==> config.mk <==
export PLATFORM = sky130hd
export DESIGN_NAME = wb_stage_trace
export DESIGN_NICKNAME = d
export VERILOG_FILES = /design/src/rtl/wb_stage_trace.sv
export SDC_FILE = /design/constraint.sdc
export NUM_CORES = 1
export LEC_CHECK = 0
export CAP_MARGIN = 20
export CORE_ASPECT_RATIO = 1.5
export CORE_MARGIN = 2
export CORE_UTILIZATION = 25
export DETAILED_ROUTE_END_ITERATION = 6
export RECOVER_POWER = 25
export SLEW_MARGIN = 20
export SYNTH_ARGS = -nofsm -noshare
export SYNTH_HDL_FRONTEND = slang
export SYNTH_SLANG_ARGS = --single-unit
==> constraint.sdc <==
create_clock -name clk -period 4.2 [get_ports clk]
set_clock_uncertainty 0.2 [all_clocks]
set_input_delay 1.05 -clock clk [delete_from_list [all_inputs] [get_ports clk]]
set_output_delay 1.05 -clock clk [all_outputs]
set_load 0.05 [all_outputs]
==> src/rtl/wb_stage_trace.sv <==
// Writeback stage: final pipeline stage. Captures one instruction per cycle
// from MEM, drives byte-masked register-file writes back to ID, counts
// retirements and publishes a difftest/debug trace.
// Optional feature macro: WB_TRACE_FIFO_EN
//   defined   - trace goes through a small valid/ready FIFO; a slow trace sink
//               back-pressures the pipeline instead of losing retirements.
//   undefined - no trace storage; the trace mirrors the stage register.
module wb_stage_trace #(
    parameter int DATA_W     = 32,
    parameter int RF_AW      = 5,
    parameter int FIFO_DEPTH = 4,
    parameter int CNT_W      = 32
) (
    input  logic                                        clk,
    input  logic                                        reset,
    output logic                                        wb_allow_in,
    input  logic                                        mem_to_wb_valid,
    input  logic [2*DATA_W+DATA_W/8+RF_AW-1:0]          mem_to_wb_bus,
    output logic [DATA_W/8+RF_AW+DATA_W-1:0]            wb_to_id_bus,
    output logic [CNT_W-1:0]                            wb_retire_cnt,
    output logic                                        debug_wb_valid,
    input  logic                                        debug_wb_ready,
    output logic [DATA_W-1:0]                           debug_wb_pc,
    output logic [DATA_W/8-1:0]                         debug_wb_rf_we,
    output logic [RF_AW-1:0]                            debug_wb_rf_wnum,
    output logic [DATA_W-1:0]                           debug_wb_rf_wdata
);

    localparam int BYTES = DATA_W / 8;
    localparam int BUS_W = 2 * DATA_W + BYTES + RF_AW;

    logic                 wb_valid_q;
    logic [BUS_W-1:0]     wb_reg_q;
    logic [DATA_W-1:0]    wb_pc;
    logic [DATA_W-1:0]    wb_result;
    logic [BYTES-1:0]     wb_we;
    logic [RF_AW-1:0]     wb_waddr;
    logic                 wb_ready_go;
    logic                 retire;
    logic [BYTES-1:0]     rf_we;
    logic [CNT_W-1:0]     retire_cnt_q;

    assign {wb_pc, wb_result, wb_we, wb_waddr} = wb_reg_q;

    assign wb_allow_in = !wb_valid_q || wb_ready_go;
    assign retire      = wb_valid_q && wb_ready_go;

    // Stage valid bit: follows MEM whenever the stage can take a new instruction.
    always_ff @(posedge clk) begin
        if (reset) begin
            wb_valid_q <= 1'b0;
        end else if (wb_allow_in) begin
            wb_valid_q <= mem_to_wb_valid;
        end
    end

    // Stage payload: only loaded on an actual transfer; contents are don't-care while invalid.
    always_ff @(posedge clk) begin
        if (wb_allow_in && mem_to_wb_valid) begin
            wb_reg_q <= mem_to_wb_bus;
        end
    end

    // A stalled or empty stage must never write the register file.
    for (genvar gi = 0; gi < BYTES; gi++) begin : g_rf_we
        assign rf_we[gi] = retire & wb_we[gi];
    end

    assign wb_to_id_bus = {rf_we, wb_waddr, wb_result};

    // Retirement counter, free-running with natural wrap.
    always_ff @(posedge clk) begin
        if (reset) begin
            retire_cnt_q <= '0;
        end else if (retire) begin
            retire_cnt_q <= retire_cnt_q + CNT_W'(1);
        end
    end

    assign wb_retire_cnt = retire_cnt_q;

`ifdef WB_TRACE_FIFO_EN
    localparam int AW    = $clog2(FIFO_DEPTH);
    localparam int ENT_W = DATA_W + BYTES + RF_AW + DATA_W;

    logic [ENT_W-1:0] fifo_mem_q [FIFO_DEPTH];
    logic [AW:0]      wr_ptr_q;
    logic [AW:0]      rd_ptr_q;
    logic             fifo_full;
    logic             fifo_empty;
    logic             fifo_push;
    logic             fifo_pop;
    logic [ENT_W-1:0] fifo_head;

    // Extra pointer MSB distinguishes full from empty when the low bits match.
    assign fifo_full  = (wr_ptr_q[AW] != rd_ptr_q[AW]) &&
                        (wr_ptr_q[AW-1:0] == rd_ptr_q[AW-1:0]);
    assign fifo_empty = (wr_ptr_q == rd_ptr_q);

    // When full, retiring is still allowed if the head leaves in the same cycle.
    assign wb_ready_go = !fifo_full || debug_wb_ready;
    assign fifo_push   = retire;
    assign fifo_pop    = !fifo_empty && debug_wb_ready;

    // Trace storage: every retirement is recorded, even with no register write.
    always_ff @(posedge clk) begin
        if (fifo_push) begin
            fifo_mem_q[wr_ptr_q[AW-1:0]] <= {wb_pc, wb_we, wb_waddr, wb_result};
        end
    end

    // Read/write pointers; reset discards any queued entries.
    always_ff @(posedge clk) begin
        if (reset) begin
            wr_ptr_q <= '0;
            rd_ptr_q <= '0;
        end else begin
            if (fifo_push) begin
                wr_ptr_q <= wr_ptr_q + {{AW{1'b0}}, 1'b1};
            end
            if (fifo_pop) begin
                rd_ptr_q <= rd_ptr_q + {{AW{1'b0}}, 1'b1};
            end
        end
    end

    // Head is shown directly so it stays stable while the sink holds off;
    // an empty FIFO presents all-zero fields.
    assign fifo_head      = fifo_empty ? '0 : fifo_mem_q[rd_ptr_q[AW-1:0]];
    assign debug_wb_valid = !fifo_empty;
    assign {debug_wb_pc, debug_wb_rf_we, debug_wb_rf_wnum, debug_wb_rf_wdata} = fifo_head;
`else
    logic unused_debug_ready;

    assign unused_debug_ready = debug_wb_ready;
    assign wb_ready_go        = 1'b1;
    assign debug_wb_valid     = wb_valid_q;
    assign debug_wb_pc        = wb_pc;
    assign debug_wb_rf_wnum   = wb_waddr;
    assign debug_wb_rf_wdata  = wb_result;

    for (genvar gi = 0; gi < BYTES; gi++) begin : g_dbg_we
        assign debug_wb_rf_we[gi] = wb_valid_q & wb_we[gi];
    end
`endif

endmodule

==> impl_results.html <==
<table>
<tr><th>Metric</th><th>Value</th></tr>
<tr><th colspan="2">Synth</th></tr>
<tr><td>Synthesized area per cell</td><td>12.5 sq um</td></tr>
<tr><td>Post-synthesis sequential element count</td><td>106</td></tr>
<tr><td>Primary flip-flop cell chosen by synthesis mapping</td><td>sky130_fd_sc_hd__edfxtp_1</td></tr>
<tr><td>Post-synth ARST share</td><td>0</td></tr>
<tr><td>Area leader, netlist</td><td>sky130_fd_sc_hd__edfxtp_1</td></tr>
<tr><td>Commonest cells in the netlist</td><td>112 x sky130_fd_sc_hd__buf_4, 73 x sky130_fd_sc_hd__edfxtp_1, 33 x sky130_fd_sc_hd__dfxtp_1</td></tr>
<tr><td>Net count of the mapped netlist</td><td>449</td></tr>
<tr><td>Portion of synthesized cell area occupied by the leading cell type</td><td>0.473</td></tr>
<tr><td>Yosys warns</td><td>0</td></tr>
<tr><td>Post-synth cell types</td><td>37</td></tr>
<tr><td>Cell with the most instances after synthesis</td><td>sky130_fd_sc_hd__buf_4</td></tr>
<tr><td>Cell area after synthesis</td><td>4640 sq um</td></tr>
<tr><td>Sequential-to-total area share from yosys stat</td><td>0.615</td></tr>
<tr><td>Leading post-synthesis cells by cell area</td><td>sky130_fd_sc_hd__edfxtp_1 47%, sky130_fd_sc_hd__buf_4 18%, sky130_fd_sc_hd__dfxtp_1 14%, sky130_fd_sc_hd__or4_1 1.9%, sky130_fd_sc_hd__a21oi_1 1.7%</td></tr>
<tr><td>Count of flip-flops with a built-in enable after synthesis</td><td>73</td></tr>
<tr><td>Number of instances in the synthesized netlist</td><td>371</td></tr>
<tr><th colspan="2">Clock network</th></tr>
<tr><td>Number of buffers on the longest clock path</td><td>2</td></tr>
<tr><td>Cell at the root of the clock tree</td><td>sky130_fd_sc_hd__clkbuf_16</td></tr>
<tr><td>Number of H-tree branching levels</td><td>3</td></tr>
<tr><td>CTS resizes</td><td>0</td></tr>
<tr><td>Clk sinks</td><td>106</td></tr>
<tr><td># Post-CTS Setup Buffers</td><td>0</td></tr>
<tr><td>Clock transition at the registers of the reported paths</td><td>0.08 ns</td></tr>
<tr><td>CTS Hold Bufs</td><td>0</td></tr>
<tr><td>Clock buffers created by TritonCTS</td><td>9</td></tr>
<tr><td>CTS tree</td><td>done</td></tr>
<tr><td>Clock latency reported for the late side of the worst-skew pair</td><td>0.35 ns</td></tr>
<tr><th colspan="2">Pwr</th></tr>
<tr><td>Pwr per Cell Area</td><td>395 nW/um^2</td></tr>
<tr><td>Final Total Pwr</td><td>2.60 mW</td></tr>
<tr><td>Peak supply drop</td><td>0.000152 V</td></tr>
<tr><td>Leakage power</td><td>2.19 nW</td></tr>
<tr><th colspan="2">Finish</th></tr>
<tr><td>Post-route cell area</td><td>6580 sq um</td></tr>
<tr><td>Filler-free cell count of the finished design</td><td>741</td></tr>
<tr><td>Share of layout cells above drive strength 1</td><td>0.0492</td></tr>
<tr><td>Synthesis-to-finish area growth</td><td>41.8%</td></tr>
<tr><td>Final nets</td><td>561</td></tr>
<tr><th colspan="2">Timing</th></tr>
<tr><td>Relative slew slack</td><td>0.000860</td></tr>
<tr><td>Final cycle utilization of the critical path</td><td>0.778</td></tr>
<tr><td>Total of endpoints with negative setup slack in the final report</td><td>0</td></tr>
<tr><td>Max-slew violation count</td><td>0</td></tr>
<tr><td>Slew @ Worst Pin</td><td>1.50 ns</td></tr>
<tr><td>Final Hold Fails</td><td>0</td></tr>
<tr><td>Clock period minus final worst setup slack</td><td>3.27 ns</td></tr>
<tr><td>Setup tns final</td><td>0 ns</td></tr>
<tr><td>Maximum clock frequency</td><td>306 MHz</td></tr>
<tr><td>Worst Hold Margin</td><td>0.303 ns</td></tr>
<tr><td>Setup repair after global routing missed its margin</td><td>false</td></tr>
<tr><th colspan="2">Critical path</th></tr>
<tr><td>Critical path arrival</td><td>2.02 ns</td></tr>
<tr><td>Worst path slowest cell</td><td>sky130_fd_sc_hd__clkdlybuf4s50_1</td></tr>
<tr><td>Source of the worst register-to-register timing path</td><td>debug_wb_valid$_SDFF_PP0_</td></tr>
<tr><td>R2R Setup Slk</td><td>1.19 ns</td></tr>
<tr><td>CP cell instances</td><td>and2_1 &gt; clkdlybuf4s50_1</td></tr>
<tr><td>Category of the most critical setup path</td><td>reg2out</td></tr>
<tr><td>Data required time of the worst path</td><td>2.95 ns</td></tr>
<tr><td>Startpoint type of the worst setup path</td><td>register</td></tr>
<tr><td>CP max stage delay</td><td>0.82 ns</td></tr>
<tr><td>Terminus of the critical flop-to-flop path</td><td>wb_retire_cnt[31]$_SDFFE_PP0P_</td></tr>
<tr><td>Critical path endpoint category</td><td>output port</td></tr>
<tr><td>Maximum net fanout on the critical path</td><td>12</td></tr>
<tr><td>Depth of the worst register-to-register path</td><td>4</td></tr>
<tr><th colspan="2">Routing</th></tr>
<tr><td>Average routed wire per standard cell</td><td>14.7 um</td></tr>
<tr><td>Final antenna-violating net count</td><td>0</td></tr>
<tr><td>Number of DRC violations after detailed-routing iteration 0</td><td>137</td></tr>
<tr><td>Via count</td><td>3056</td></tr>
<tr><td>Number of search-and-repair iterations in the first detailed-routing pass</td><td>4</td></tr>
<tr><td>Vias per cell</td><td>4.12</td></tr>
<tr><td>Number of remaining DRC errors</td><td>0</td></tr>
<tr><td>Drt total wl</td><td>10.9 mm</td></tr>
<tr><th colspan="2">Global routing</th></tr>
<tr><td>Overall track demand over capacity in global routing</td><td>0.106</td></tr>
<tr><td>Via count of the first global-routing pass</td><td>2989</td></tr>
<tr><td>Remaining global-route overflow</td><td>0</td></tr>
<tr><td>Global-route wire length before repair</td><td>15.9 mm</td></tr>
<tr><td>Largest net degree at the start of global routing</td><td>75</td></tr>
<tr><td>Number of antenna violations at the first check in global routing</td><td>1</td></tr>
<tr><th colspan="2">Die</th></tr>
<tr><td>I/O pin cnt</td><td>225</td></tr>
<tr><td>Floorplan Core Area</td><td>18400 sq um</td></tr>
<tr><td>Rows</td><td>61</td></tr>
<tr><td>Initial Utilization</td><td>0.252</td></tr>
<tr><td>Die height</td><td>171 um</td></tr>
<tr><td>Die W</td><td>115 um</td></tr>
<tr><td>Floorplan die area</td><td>19700 sq um</td></tr>
<tr><th colspan="2">Placement</th></tr>
<tr><td>Placed cell areas</td><td>6280 sq um</td></tr>
<tr><td>Half-perimeter wire length after detailed placement</td><td>8.35 mm</td></tr>
<tr><td>Final weighted congestion in routability-driven placement</td><td>0.770</td></tr>
<tr><td>Placed Cells incl. Taps</td><td>724</td></tr>
<tr><td>Count of input and output buffers</td><td>222</td></tr>
<tr><th colspan="2">Hold path</th></tr>
<tr><td>Endpoint, Worst Hold</td><td>wb_retire_cnt[29]$_SDFFE_PP0P_</td></tr>
<tr><td>Number of instances on the worst hold path</td><td>2</td></tr>
<tr><td>Worst min-delay path startpoint</td><td>wb_retire_cnt[29]$_SDFFE_PP0P_</td></tr>
<tr><td>Classification of the worst-slack hold path</td><td>reg2reg</td></tr>
<tr><th colspan="2">Status</th></tr>
<tr><td>Run status</td><td>finished with violations</td></tr>
<tr><td>Violated checks</td><td>max-capacitance violations</td></tr>
<tr><th colspan="2">Job</th></tr>
<tr><td>Max-cap check violation count</td><td>1</td></tr>
</table>
cell type report:
cell class,count,area [sq um]
multi-input combinational,136,862
clock inverter,7,67.6
fill,1815,11800
timing repair buffer,223,2220
sequential,106,2850
tap,252,315
clock buffer,9,225
inverter,7,26.3
antenna,1,2.50
placed cells by master (no fill, tap or decap), types with 2 or more instances in the layout:
cell | netlist | layout
sky130_fd_sc_hd__or4_1 | 12 | 12
sky130_fd_sc_hd__and4_1 | 3 | 3
sky130_fd_sc_hd__nor2b_1 | 2 | 2
sky130_fd_sc_hd__and2_1 | 4 | 4
sky130_fd_sc_hd__clkinv_4 | 0 | 2
sky130_fd_sc_hd__xor2_1 | 7 | 7
sky130_fd_sc_hd__clkbuf_16 | 0 | 9
sky130_fd_sc_hd__inv_8 | 0 | 3
sky130_fd_sc_hd__clkdlybuf4s50_1 | 0 | 147
sky130_fd_sc_hd__o21ai_0 | 4 | 4
sky130_fd_sc_hd__a21oi_1 | 16 | 16
sky130_fd_sc_hd__nor2_1 | 18 | 18
sky130_fd_sc_hd__a31o_2 | 2 | 2
sky130_fd_sc_hd__xnor2_1 | 6 | 6
sky130_fd_sc_hd__dfxtp_1 | 33 | 33
sky130_fd_sc_hd__nor4_1 | 3 | 3
sky130_fd_sc_hd__nand3_1 | 7 | 7
sky130_fd_sc_hd__nand2_1 | 11 | 11
sky130_fd_sc_hd__inv_1 | 7 | 7
sky130_fd_sc_hd__edfxtp_1 | 73 | 73
sky130_fd_sc_hd__nand4b_1 | 2 | 2
sky130_fd_sc_hd__o31ai_1 | 9 | 9
sky130_fd_sc_hd__dlygate4sd3_1 | 0 | 74
sky130_fd_sc_hd__or3_1 | 3 | 3
sky130_fd_sc_hd__nor3_1 | 6 | 6
sky130_fd_sc_hd__and3_1 | 2 | 2
sky130_fd_sc_hd__nand4_1 | 8 | 8
where the power goes:
group          switching, mW  internal [mW]  total (mW)
combinational          0.370          0.186       0.555
sequential            0.0271           1.18        1.21
clock                  0.415          0.420       0.834
sequential cells by signal, summed over array words and instances (netlist names):
register        flops
debug_wb_valid      1
wb_reg_q           73
wb_retire_cnt      32
stage by stage:
step / utilization / setup slack, ns
floorplan: - / 1.34
finish: 0.357 / 0.931
detailed placement: 0.342 / 1.18
CTS: 0.358 / 0.884
global placement: 0.342 / 1.29
global route: 0.357 / 0.836
worst max-delay path, delay by kind of cell (launching register included):
| family | cells | cell delay, ns |
|---|---|---|
| buf+inv | 1 | 0.82 |
| flops | 1 | 0.60 |
| simple gates | 1 | 0.25 |
logic make-up (layout without fill, tap and decap cells):
family                     count (synthesis)  after routing  synth area share
buffers and inverters                    129            246             0.199
DFF                                      106            106             0.615
and+or+nand+nor                           85             85             0.108
AOI/OAI and AO/OA                         34             34            0.0456
xor gates and xnor gates                  13             13            0.0246
muxes                                      2              2           0.00459
adders and majority gates                  1              1           0.00270
other                                      1              2          0.000809
worst max path at each step:
stage	start	endpoint	slack, ns	depth (start not counted)
6_report	debug_wb_valid$_SDFF_PP0_	wb_to_id_bus[38]	0.93	2
4_1_cts	debug_wb_valid$_SDFF_PP0_	wb_to_id_bus[38]	0.88	2
5_1_grt	debug_wb_valid$_SDFF_PP0_	debug_wb_rf_we[1]	0.84	2
2_1_floorplan	debug_wb_valid$_SDFF_PP0_	wb_to_id_bus[37]	1.34	3
3_3_place_gp	debug_wb_valid$_SDFF_PP0_	wb_retire_cnt[31]$_SDFFE_PP0P_	1.29	4
3_5_place_dp	debug_wb_valid$_SDFF_PP0_	wb_retire_cnt[31]$_SDFFE_PP0P_	1.18	4
metal layers:
| metal | up-vias | global-route usage | share of wire |
|---|---|---|---|
| met3 | 17 | 0.0375 | 0.089 |
| met4 | 0 | 0.0471 | 0.022 |
| met5 | - | 0 | 0 |
| li1 | 1427 | - | - |
| met1 | 1447 | 0.104 | 0.36 |
| met2 | 165 | 0.198 | 0.53 |
Power figures use the tool's default switching activity.
